**config.mk**
```make
export PLATFORM = sky130hd
export DESIGN_NAME = div_issue_arbiter
export DESIGN_NICKNAME = d
export VERILOG_FILES = /design/src/rtl/div_pkg.sv /design/src/rtl/rr_arbiter.sv /design/src/rtl/div_issue_arbiter.sv
export SDC_FILE = /design/constraint.sdc
export NUM_CORES = 1
export LEC_CHECK = 0
export ABC_AREA = 1
export CORE_ASPECT_RATIO = 0.6
export CORE_UTILIZATION = 30
export CTS_CLUSTER_DIAMETER = 60
export DETAILED_ROUTE_END_ITERATION = 8
export PLACE_DENSITY = 0.62
export SKIP_LAST_GASP = 1
export SYNTH_ARGS = -nofsm -noshare
export SYNTH_HDL_FRONTEND = slang
export SYNTH_SLANG_ARGS = --single-unit
```
**constraint.sdc**
```tcl
create_clock -name clk -period 2.01 [get_ports clk]
set_input_delay 0.402 -clock clk [delete_from_list [all_inputs] [get_ports clk]]
set_output_delay 0.402 -clock clk [all_outputs]
set_load 0.05 [all_outputs]
```
**src/rtl/div_pkg.sv**
```systemverilog
`default_nettype none
// ============================================================================
//  Module      : div_pkg
//  Description : Shared types and constants for the divider issue arbiter:
//                FSM state encoding, divide-by-zero fill value, index width
//                helper.
//  Revision    : 1.0 - initial release
// ============================================================================
package div_pkg;

  // Issue FSM states, explicitly encoded in two bits.
  typedef enum logic [1:0] {
    ST_IDLE  = 2'd0,
    ST_ISSUE = 2'd1,
    ST_WAIT  = 2'd2,
    ST_RESP  = 2'd3
  } div_state_t;

  // Quotient reported for a zero divisor; consumers truncate to their width
  // (widest supported operand is DBZ_MAX_W bits).
  localparam int DBZ_MAX_W = 64;
  localparam logic [DBZ_MAX_W-1:0] DBZ_RESULT = '1;

  // Width of a thread index; a single thread still needs one bit to hold it.
  function automatic int idx_width(input int n);
    return (n > 1) ? $clog2(n) : 1;
  endfunction

endpackage
`default_nettype wire

```
**src/rtl/rr_arbiter.sv**
```systemverilog
`default_nettype none
// ============================================================================
//  Module      : rr_arbiter
//  Description : Combinational round-robin selector. Priority starts at the
//                thread after last_grant and wraps; output is one-hot (or
//                zero when nothing requests).
//  Revision    : 1.0 - initial release
// ============================================================================
module rr_arbiter #(
  parameter int THREADS = 4,
  parameter int IDX_W   = 2
) (
  input  logic [THREADS-1:0] req,
  input  logic [IDX_W-1:0]   last_grant,
  output logic [THREADS-1:0] grant
);

  logic found;

  // First pass covers threads above last_grant, second pass wraps to the rest.
  always_comb begin
    grant = '0;
    found = 1'b0;
    for (int t = 0; t < THREADS; t++) begin
      if (!found && req[t] && (t > int'(last_grant))) begin
        grant[t] = 1'b1;
        found    = 1'b1;
      end
    end
    for (int t = 0; t < THREADS; t++) begin
      if (!found && req[t] && (t <= int'(last_grant))) begin
        grant[t] = 1'b1;
        found    = 1'b1;
      end
    end
  end

endmodule
`default_nettype wire

```
**src/rtl/div_issue_arbiter.sv**
```systemverilog
`default_nettype none
// ============================================================================
//  Module      : div_issue_arbiter
//  Description : Shares one multi-cycle divider among THREADS requesters.
//                Round-robin grant, operand latch, divide-by-zero bypass and
//                one-hot response; one operation in flight at a time.
//  Revision    : 1.0 - initial release
// ============================================================================
module div_issue_arbiter
  import div_pkg::*;
#(
  parameter int N            = 8,
  parameter int THREADS      = 4,
  parameter int verbose_flag = 0
) (
  input  logic                 clk,
  input  logic                 reset,
  input  logic [THREADS-1:0]   req_valid,
  input  logic [THREADS*N-1:0] req_dividend,
  input  logic [THREADS*N-1:0] req_divisor,
  output logic [THREADS-1:0]   req_ready,
  output logic [THREADS-1:0]   resp_valid,
  output logic [N-1:0]         resp_result,
  output logic                 resp_dbz,
  output logic                 div_start,
  output logic [N-1:0]         div_dividend,
  output logic [N-1:0]         div_divisor,
  input  logic [N-1:0]         div_result,
  input  logic                 div_done
);

  localparam int IDX_W = idx_width(THREADS);
  localparam logic [IDX_W-1:0] LAST_INIT = IDX_W'(THREADS - 1);

  div_state_t         state;
  logic [IDX_W-1:0]   last_grant;
  logic [THREADS-1:0] cur_grant;
  logic [THREADS-1:0] grant;
  logic [IDX_W-1:0]   grant_idx;
  logic [N-1:0]       sel_dividend;
  logic [N-1:0]       sel_divisor;

  rr_arbiter #(
    .THREADS (THREADS),
    .IDX_W   (IDX_W)
  ) u_rr_arbiter (
    .req        (req_valid),
    .last_grant (last_grant),
    .grant      (grant)
  );

  // Encode the one-hot grant and steer the winner's operands.
  always_comb begin
    grant_idx    = '0;
    sel_dividend = '0;
    sel_divisor  = '0;
    for (int t = 0; t < THREADS; t++) begin
      if (grant[t]) begin
        grant_idx    = IDX_W'(t);
        sel_dividend = req_dividend[t*N +: N];
        sel_divisor  = req_divisor[t*N +: N];
      end
    end
  end

  // Issue FSM; every output is registered and asserted for the state it
  // leads into: req_ready during ISSUE, div_start on the first WAIT cycle,
  // resp_* during RESP.
  always_ff @(posedge clk) begin
    if (reset) begin
      state        <= ST_IDLE;
      last_grant   <= LAST_INIT;
      cur_grant    <= '0;
      req_ready    <= '0;
      resp_valid   <= '0;
      resp_result  <= '0;
      resp_dbz     <= 1'b0;
      div_start    <= 1'b0;
      div_dividend <= '0;
      div_divisor  <= '0;
    end else begin
      req_ready   <= '0;
      resp_valid  <= '0;
      resp_result <= '0;
      resp_dbz    <= 1'b0;
      div_start   <= 1'b0;
      case (state)
        ST_IDLE: begin
          if (|req_valid) begin
            req_ready    <= grant;
            cur_grant    <= grant;
            last_grant   <= grant_idx;
            div_dividend <= sel_dividend;
            div_divisor  <= sel_divisor;
            state        <= ST_ISSUE;
          end
        end
        ST_ISSUE: begin
          // A zero divisor never reaches the divider.
          if (div_divisor == '0) begin
            resp_valid  <= cur_grant;
            resp_result <= N'(DBZ_RESULT);
            resp_dbz    <= 1'b1;
            state       <= ST_RESP;
          end else begin
            div_start <= 1'b1;
            state     <= ST_WAIT;
          end
        end
        ST_WAIT: begin
          if (div_done) begin
            resp_valid  <= cur_grant;
            resp_result <= div_result;
            state       <= ST_RESP;
          end
        end
        ST_RESP: begin
          state <= ST_IDLE;
        end
        default: begin
          state <= ST_IDLE;
        end
      endcase
    end
  end

  generate
    if (verbose_flag != 0) begin : g_verbose
`ifndef SYNTHESIS
      // Trace each accepted request and each delivered response.
      always @(posedge clk) begin
        if (!reset && (req_ready != '0))
          $display("div_issue_arbiter: grant %b dividend %0d divisor %0d",
                   req_ready, div_dividend, div_divisor);
        if (!reset && (resp_valid != '0))
          $display("div_issue_arbiter: resp %b result %0d dbz %0b",
                   resp_valid, resp_result, resp_dbz);
      end
`endif
    end
  endgenerate

endmodule
`default_nettype wire

```
==> metrics.md, run 1 <==
| Metric | Value |
|---|---|
| First-pass GRT wire length | `10600 µm` |
| Fin nets | `547` |
| Clock period minus worst slack | `1900 ps` |
| Multi-input logic area | `1030 µm²` |
| Clock sinks | `42` |
| PD cells | `1330 nW/µm²` |
| IR Drop Worst-Case VDD | `0.786 mV` |
| Seq pwr share | `25.8%` |
| Routed Antenna Nets | `0` |
| Port buffer count | `112` |
| Residual DRC count | `0` |
| Area leader, netlist | `dfxtp_1` |
| CP Cell Sequence | `clkdlybuf4s50_1` |
| Most common cell in the netlist | `nand2_1` |
| Iteration-0 DRC Markers | `153` |
| Sequential share of the synthesized area | `38.2%` |
| Number of synthesis warnings | `0` |
| Status | `completed` |
| Gate power share | `55.4%` |
| Vias | `2380` |
| Layout area overhead | `66.9%` |
| Largest net degree at the start of global routing | `25` |
| Max_cap viols | `0` |
| Core ar. | `6880 µm²` |
| Final setup fails | `0` |
| Share of cells above drive strength 1 | `7.74%` |
| Hold Path Cell Cnt | `2` |
| Worst-skew pair later-pin latency | `280 ps` |
| Crit path depth | `1` |
| Vias in the first global route | `2236` |
| CTS tree | `done` |
| Worst flop-to-flop path endpoint | `resp_result[1]` |
| Busiest grt layer | `met2` |
| WS Path Type | `flip-flop to primary output` |
| Internal power | `2.69 mW` |
| Overflow after GRT | `0` |
| GR Layer Usage met1 | `24.0%` |
| Pwr Total | `4.90 mW` |
| Post-synth top cells | `nand2_1 (78), nor2_1 (68), inv_1 (63), dfxtp_1 (42), a21oi_1 (29)` |
| Clk buf depth | `2` |
| Final Hold Viols | `0` |
| Setup ws final | `106 ps` |
| Asr flop ratio synth | `0%` |
| Htree depth | `2` |
| CP max FO | `3` |
| Slew of the pin with the lowest slew margin | `529 ps` |
| Num rows | `23` |
| CP max-delay cell | `clkdlybuf4s50_1` |
| Switching Share | `45.1%` |
| Synth area leaders | `dfxtp_1 (38%), nand2_1 (13%), nor2_1 (12%)` |
| Crit path DAT | `1500 ps` |
| Cells after synthesis | `342` |
| Critical path launch point type | `flip-flop` |
| Place WS | `-5.15 ps` |
| RSZ-0062 raised after global routing | `false` |
| Syn Nets | `425` |
| Clock slew seen by the registers of the worst setup and hold paths | `70 ps` |
| Starting Density | `32.0%` |
| Antenna cells | `0` |
| WHS | `444 ps` |
| FF-to-FF setup slack | `330 ps` |
| Hold crit path type | `flip-flop to flip-flop` |
| Slowest Stage Delay on Critical Path | `830 ps` |
| Net Sw Power | `2.21 mW` |
| Antenna violations before repair | `0` |
| Gpl congestion | `0.868` |
| Layout fillers | `648` |
| Max-slew violation count | `0` |
| Buf+Inv Stages, Crit Path | `1` |
| Top_reg_cell synth | `dfxtp_1` |
| Mean post-synth cell area | `6.43 µm²` |
| Post-CTS resize count | `0` |
| Met3 GRT Util | `6.91%` |
| RR Startpoint | `state[1]` |
| Clock network fraction of total power | `18.8%` |
| GR Util All Layers | `18.0%` |
| Slew HR | `64.6%` |
| Critical Path Sink Type | `primary output` |
| Clock root cell | `clkbuf_16` |
| Final core utilization | `53.4%` |
| Die width | `113 µm` |
| Grt met2 use | `27.1%` |
| Worst R2R Path Depth | `6` |
| LEAKAGE | `1.76 nW` |
| Period utilization | `94.7%` |
| Die ar. | `7690 µm²` |
| Delay-heaviest family, CP | `buffers and inverters` |
| Routed len/inst | `12.1 µm` |
| DIE HEIGHT | `68.3 µm` |
| Number of setup buffers added after CTS | `0` |
| DR vias/cell | `4.31` |
| Worst Path Required | `1610 ps` |
| Num CTS Buffers | `5` |
| Post-synth EDFFs | `0` |
| Flops & latches, synth | `42` |
| Highest clock rate | `0.525 GHz` |
| Mapped cell area | `2200 µm²` |
| Cell variety after synth | `26` |
| DR pass1 iterations | `4` |
| IO Count | `113` |
| Fin cells | `552` |
| Synth top area share | `38.2%` |
| Hold Path End | `resp_valid[1]` |
| Final wirelength | `6700 µm` |
| Register area | `841 µm²` |
| Placed Cells | `544` |
| Hold-fix buffer count after cts | `0` |
| Worst clock skew | `8.04 ps` |
| Hold path start | `cur_grant[1]` |
| DP HPWL | `5100 µm` |
==> power groups by stage <==
| stage | registers [mW] | clock network, mW | logic [mW] |
|---|---|---|---|
| floorplan | 1.92 | 0 | 1.09 |
| global placement | 1.27 | 0 | 2.70 |
| detailed placement | 1.27 | 0 | 2.73 |
| CTS | 1.26 | 0.938 | 2.74 |
| global route | 1.29 | 0.980 | 2.96 |
| finish | 1.26 | 0.920 | 2.71 |
==> metrics by stage <==
stage,area [µm²],TNS (ps)
global placement,3500,0
finish,3670,0
floorplan,2200,0
detailed placement,3500,-9.33
global route,3670,0
CTS,3670,0
==> kinds of logic after synthesis <==
kind of cell,share of synthesized area [%]
flip-flops,38.2
AO/OA/AOI/OAI,11.0
AND/OR/NAND/NOR,33.4
adder cells (fa/ha/maj),2.28
buffers and inverters,15.0
==> registers in the layout (all words and copies together) (netlist names) <==
name,flops
state,2
resp_valid,4
div_divisor,8
div_dividend,8
last_grant,2
req_ready,4
resp_result,8
div_start,1
cur_grant,4
resp_dbz,1
==> how the worst max path moves through the flow <==
stage	from	end
2_1_floorplan	div_divisor[0]	resp_result[2]
3_3_place_gp	req_valid[1]	div_divisor[4]
3_5_place_dp	req_valid[1]	div_divisor[4]
4_1_cts	div_divisor[0]	div_divisor[0]
5_1_grt	div_divisor[6]	div_divisor[6]
6_report	div_divisor[0]	div_divisor[0]
==> placed cells by master, fill, tap and decap left out, types with 3 or more instances in the layout <==
cell	netlist	final
buf_4	3	11
o22ai_1	5	5
clkdlybuf4s50_1	0	111
a21oi_1	29	29
nand3_1	22	22
nor2_1	68	68
nor2_2	3	3
nand2_1	78	78
inv_1	63	63
dfxtp_1	42	42
buf_12	0	4
clkbuf_16	0	5
ha_1	4	4
==> routing by layer <==
layer | vias up | part of all wire [%]
li1 | 1285 | -
met1 | 990 | 47
met2 | 101 | 41
met3 | 4 | 12
met4 | 0 | 0.55
met5 | - | 0
==> area by class of cell <==
cell class                 count  area share [%]
clock inverter                 3            1.19
timing repair buffer         126            34.7
tap                           87            2.97
inverter                      66            6.82
sequential                    42            22.9
clock buffer                   5            3.41
multi-input combinational    223            28.0
(Power assumes the default switching activity.)
==> run 2, diff against run 1 <==
DONT_BUFFER_PORTS = 1   (was default)
PLACE_DENSITY = 0.43   (was 0.62)
TNS_END_PERCENT = 50   (was default)
clock period = 2 ns   (was 2.01 ns; I/O delays follow)
==> metrics.md, run 2 (synthesis gave the netlist of run 1 again) <==
| Metric | Value |
|---|---|
| WS Path Type | `flip-flop to flip-flop` |
| Final setup fails | `0 (unchanged)` |
| Slew HR | `63.4% (-1.3 points)` |
| Layout fillers | `773 (+19%)` |
| Clock slew seen by the registers of the worst setup and hold paths | `60 ps (about the same)` |
| Worst-skew pair later-pin latency | `280 ps (about the same)` |
| Clock root cell | `clkbuf_16` |
| Port buffer count | `0 (-100%)` |
| Largest regs | `div_dividend: 8 flops, div_divisor: 8 flops, resp_result: 8 flops` |
| RSZ-0062 raised after global routing | `false` |
| Critical path launch point type | `flip-flop` |
| Hold path start | `reset` |
| Hold-fix buffer count after cts | `0 (unchanged)` |
| RR Startpoint | `last_grant[1]` |
| IR Drop Worst-Case VDD | `0.753 mV (-4.2%)` |
| Place WS | `307 ps (+312 ps)` |
| Most common cell after layout, fill and taps aside | `nand2_1` |
| Antenna cells | `0 (unchanged)` |
| Num rows | `23 (unchanged)` |
| Worst clock skew | `2.95 ps (-5.09 ps)` |
| Clock sinks | `42 (unchanged)` |
| DR vias/cell | `4.57 (+6.1%)` |
| Routed Antenna Nets | `0 (unchanged)` |
| Num CTS Buffers | `5 (unchanged)` |
| Most frequent cells in the layout | `nand2_1 (78), nor2_1 (68), inv_1 (63)` |
| Number of setup buffers added after CTS | `0 (unchanged)` |
| Period utilization | `85.1%` |
| Placed Cells | `432 (-21%)` |
| DIE HEIGHT | `68.3 µm (unchanged)` |
| Setup ws final | `299 ps (+193 ps)` |
| First-pass GRT wire length | `9450 µm (-11%)` |
| Max-slew violation count | `0 (unchanged)` |
| Worst Path Required | `2230 ps (+620 ps)` |
| CTS tree | `done` |
| Max_cap viols | `0 (unchanged)` |
| Highest clock rate | `0.588 GHz` |
| Slew of the pin with the lowest slew margin | `549 ps (+20.0 ps)` |
| Largest net degree at the start of global routing | `20 (-20%)` |
| DR pass1 iterations | `4 (unchanged)` |
| Hold Path Cell Cnt | `1 (-1)` |
| PD cells | `1730 nW/µm² (+29%)` |
| Starting Density | `32.0% (unchanged)` |
| Die ar. | `7690 µm² (unchanged)` |
| Iteration-0 DRC Markers | `106 (-31%)` |
| Vias in the first global route | `1796 (-20%)` |
| Fin nets | `435 (-20%)` |
| Crit path DAT | `1930 ps (+430 ps)` |
| Hold crit path type | `input port to flip-flop` |
| Hold Path End | `state[0]` |
| IO Count | `113 (unchanged)` |
| Final Hold Viols | `0 (unchanged)` |
| Overflow after GRT | `0 (unchanged)` |
| FF-to-FF setup slack | `300 ps (-30 ps)` |
| Clk buf depth | `2 (unchanged)` |
| GR Util All Layers | `16.4% (-1.6 points)` |
| Critical Path Sink Type | `flip-flop` |
| Worst flop-to-flop path endpoint | `div_divisor[3]` |
| CP max FO | `18 (+15)` |
| Antenna violations before repair | `0 (unchanged)` |
| Clock period minus worst slack | `1700 ps` |
| DP HPWL | `4580 µm (-10%)` |
| Final wirelength | `6100 µm (-9.0%)` |
| Worst R2R Path Depth | `10 (+4)` |
| Htree depth | `2 (unchanged)` |
| Fin cells | `440 (-20%)` |
| Routed len/inst | `13.9 µm (+14%)` |
| Status | `completed` |
| Core ar. | `6880 µm² (unchanged)` |
| Vias | `2012 (-15%)` |
| Setup tns final | `0 ps (unchanged)` |
| Post-CTS resize count | `0 (unchanged)` |
| LEAKAGE | `1.30 nW (-26%)` |
| Share of cells above drive strength 1 | `9.92% (+2.2 points)` |
| Layout area overhead | `12.9%` |
| Die width | `113 µm (unchanged)` |
| Residual DRC count | `0 (unchanged)` |
| Gpl congestion | `0.741 (-15%)` |
==> run 2: cell count changes in the layout (fill, tap and decap cells not counted), sizes merged <==
cell           before  now
buf                15   14
clkdlybuf4s50     111    0
clkinv              1    0
bufinv              1    0
clkinvlp            0    2
==> run 2: critical path, cell delays in order (launching register included) <==
cell and delay, ps:
dfxtp_1 420, inv_2 90, nand2_1 90, nor2_2 60, a21oi_2 130, nand3_2 400
nor2_1 220, nor2_1 70, nand3_1 70, nand2_1 60, nand2_1 50
==> run 2: metrics by stage <==
step	utilization, %	hold WS, ps	total power, mW	cell area (µm²)
6_report	36.1	181	4.29	2480
5_1_grt	36.1	170	4.62	2480
4_1_cts	36.1	175	4.33	2480
3_5_place_dp	33.9	440	3.50	2330
3_3_place_gp	33.9	436	3.50	2330
2_1_floorplan	-	416	3.03	2200
==> run 2: report_power, final <==
group / switching [mW] / internal (mW)
Sequential: 0.588 / 1.09
Clock: 0.344 / 0.467
Combinational: 1.23 / 0.559
Total: 2.17 / 2.12
==> run 2: worst max-delay path by stage <==
stage,start,endpoint,cells after the start
floorplan,div_divisor[0],resp_result[2],8
global placement,last_grant[1],div_divisor[4],10
detailed placement,last_grant[1],div_dividend[0],10
CTS,last_grant[1],div_divisor[3],10
global route,last_grant[1],div_divisor[7],10
finish,last_grant[1],div_divisor[3],10
==> run 2: layout make-up <==
| class | instances | area (µm²) | share of cell area, % |
|---|---|---|---|
| multi-input cells | 223 | 1030 | 41.4 |
| flip-flops and latches | 42 | 841 | 33.9 |
| inverters | 66 | 250 | 10.1 |
| clock buffers | 5 | 125 | 5.04 |
| well taps | 87 | 109 | 4.39 |
| repair buffers | 14 | 105 | 4.23 |
| clock inverters | 3 | 23.8 | 0.958 |
==> run 2: routing by layer <==
metal / wire [µm] / up-vias / GRT usage, %
li1: - / 1055 / -
met1: 3250 / 871 / 23.9
met2: 2260 / 81 / 21.5
met3: 552 / 5 / 7.17
met4: 38 / 0 / 3.50
met5: 0 / - / 0
==> run 3, diff against run 2 <==
SLEW_MARGIN = 20   (was default)
clock period = 1.9 ns   (was 2 ns; I/O delays follow)
==> metrics.md, run 3 (synthesis gave the netlist of run 1 again) <==
| Metric | Value |
|---|---|
| Max-slew violation count | `0 (unchanged)` |
| RSZ-0062 raised after global routing | `false` |
| Num CTS Buffers | `5 (unchanged)` |
| Most common cell after layout, fill and taps aside | `nand2_1` |
| Iteration-0 DRC Markers | `148 (+40%)` |
| Fin cells | `442 (+0.45%)` |
| Top cell by count, worst path | `nand2_1` |
| Die width | `113 µm (unchanged)` |
| LEAKAGE | `1.32 nW (+1.1%)` |
| Post-CTS resize count | `0 (unchanged)` |
| RR Startpoint | `last_grant[1]` |
| Largest regs | `div_dividend: 8 flops, div_divisor: 8 flops, resp_result: 8 flops` |
| Slew of the pin with the lowest slew margin | `545 ps (-3.44 ps)` |
| Vias | `1982 (-1.5%)` |
| CP endpoint | `div_dividend[2]` |
| CTS tree | `done` |
| Vias in the first global route | `1689 (-6.0%)` |
| Worst Path Required | `2080 ps (-150 ps)` |
| Routed len/inst | `13.2 µm (-4.6%)` |
| Worst flop-to-flop path endpoint | `div_dividend[2]` |
| Setup tns final | `0 ps (unchanged)` |
| Worst-skew pair later-pin latency | `280 ps (about the same)` |
| Antenna violations before repair | `0 (unchanged)` |
| Largest net degree at the start of global routing | `19 (-5.0%)` |
| CP max FO | `18 (unchanged)` |
| Htree depth | `2 (unchanged)` |
| Number of setup buffers added after CTS | `0 (unchanged)` |
| Share of cells above drive strength 1 | `10.1% (+0.23 points)` |
| Crit path DAT | `1840 ps (-90 ps)` |
| Critical path origin | `last_grant[1]` |
| CP Cell Sequence | `inv_2 > nand2_1 > nor2_2 > a21oi_2 > nand3_1 > nand2_4 > inv_4 > nand3_1 > nand2_1 > nand2_1` |
| Slew HR | `63.6% (+0.23 points)` |
| Delay-heaviest family, CP | `simple AND/OR/NAND/NOR gates` |
| Status | `completed` |
| Crit path depth | `10 (unchanged)` |
| IO Count | `113 (unchanged)` |
| IR Drop Worst-Case VDD | `0.621 mV (-17%)` |
| Clk buf depth | `2 (unchanged)` |
| Placed Cells | `434 (+0.46%)` |
| Period utilization | `87.8% (+2.7 points)` |
| Gpl congestion | `0.720 (-2.8%)` |
| Worst R2R Path Depth | `10 (unchanged)` |
| Core ar. | `6880 µm² (unchanged)` |
| Post-place instance area | `2350 µm² (+0.64%)` |
| Critical Path Sink Type | `flip-flop` |
| PD cells | `1800 nW/µm² (+4.3%)` |
| Clock slew seen by the registers of the worst setup and hold paths | `60 ps (about the same)` |
| Critical path launch point type | `flip-flop` |
| GR Util All Layers | `15.3% (-1.1 points)` |
| DR vias/cell | `4.48 (-1.9%)` |
| Hold crit path type | `input port to flip-flop` |
| DR pass1 iterations | `4 (unchanged)` |
| Buf+Inv Stages, Crit Path | `2 (+1)` |
| Port buffer count | `0 (unchanged)` |
| Highest clock rate | `0.600 GHz (+2.0%)` |
| Clock sinks | `42 (unchanged)` |
| First-pass GRT wire length | `8770 µm (-7.2%)` |
| Hold path start | `reset` |
| DP HPWL | `4480 µm (-2.4%)` |
| Num rows | `23 (unchanged)` |
| Antenna cells | `0 (unchanged)` |
| Final instance area | `2500 µm² (+0.66%)` |
| Worst clock skew | `4.14 ps (+1.19 ps)` |
| Final setup fails | `0 (unchanged)` |
| CP max-delay cell | `dfxtp_1` |
| Most frequent cells in the layout | `nand2_1 (78), nor2_1 (68), inv_1 (63)` |
| Fin nets | `437 (+0.46%)` |
| FF-to-FF setup slack | `230 ps (-70 ps)` |
| Overflow after GRT | `0 (unchanged)` |
| Starting Density | `32.0% (unchanged)` |
| Clock root cell | `clkbuf_16` |
| DIE HEIGHT | `68.3 µm (unchanged)` |
| Clock period minus worst slack | `1670 ps (-33.8 ps)` |
| Max_cap viols | `0 (unchanged)` |
| Final Hold Viols | `0 (unchanged)` |
| Layout area overhead | `13.6%` |
| Slowest Stage Delay on Critical Path | `360 ps (-60 ps)` |
| Place WS | `219 ps (-88.1 ps)` |
| Routed Antenna Nets | `0 (unchanged)` |
| WS Path Type | `flip-flop to flip-flop` |
| Setup ws final | `233 ps (-66.2 ps)` |
| Hold-fix buffer count after cts | `0 (unchanged)` |
| Residual DRC count | `0 (unchanged)` |
| Final wirelength | `5840 µm (-4.2%)` |
| Die ar. | `7690 µm² (unchanged)` |
-- run 3: cell count changes in the layout (fill, tap and decap cells not counted), sizes merged --
cell      previous run  this run
buf                 14        16
clkbuf               5         6
clkinv               0         2
clkinvlp             2         0
inv                 67        66
-- run 3: how the worst min path moves through the flow --
| stage | end | slack (ps) | cells after the start |
|---|---|---|---|
| 2_1_floorplan | resp_valid[0] | 420 | 2 |
| 3_3_place_gp | resp_valid[0] | 440 | 2 |
| 3_5_place_dp | resp_valid[0] | 440 | 2 |
| 4_1_cts | state[0] | 150 | 1 |
| 5_1_grt | state[0] | 150 | 1 |
| 6_report | state[0] | 160 | 1 |
-- run 3: layout make-up --
cell class	count	area [µm²]
clock buffers	6	129
clock inverters	2	13.8
fillers	751	4380
inverters	66	250
multi-input cells	223	1040
flip-flops and latches	42	841
well taps	87	109
repair buffers	16	120
-- run 3: worst reg2reg max path, delay by kind of cell, from the launching register on --
kind                   cells  cell delay [ps]
and+or+nand+nor            7              790
DFF                        1              360
AOI/OAI and AO/OA          1               80
buffers and inverters      2              350
-- run 3: per-stage QoR --
| stage | hold slack (ps) | power (mW) | utilization [%] |
|---|---|---|---|
| final | 165 | 4.50 | 36.3 |
| after global routing | 149 | 4.82 | 36.3 |
| after CTS | 154 | 4.54 | 36.2 |
| after detailed placement | 436 | 3.68 | 34.1 |
| after global placement | 439 | 3.70 | 34.1 |
| after floorplan | 416 | 3.19 | - |
-- run 3: metal layers --
metal  GRT usage [%]  wire length (µm)  up-vias  share of wire (%)
li1                -                 -     1062                  -
met4            2.50                23        0               0.39
met2            21.5              2210       84                 38
met1            21.5              3120      834                 53
met5               0                 0        -                  0
met3            6.73               492        2                8.4
-- run 3: power by group --
part / internal [mW] / leakage (nW) / switching (mW)
Sequential: 1.15 / 0.343 / 0.612
Clock: 0.487 / 0.0708 / 0.341
Combinational: 0.605 / 0.902 / 1.30
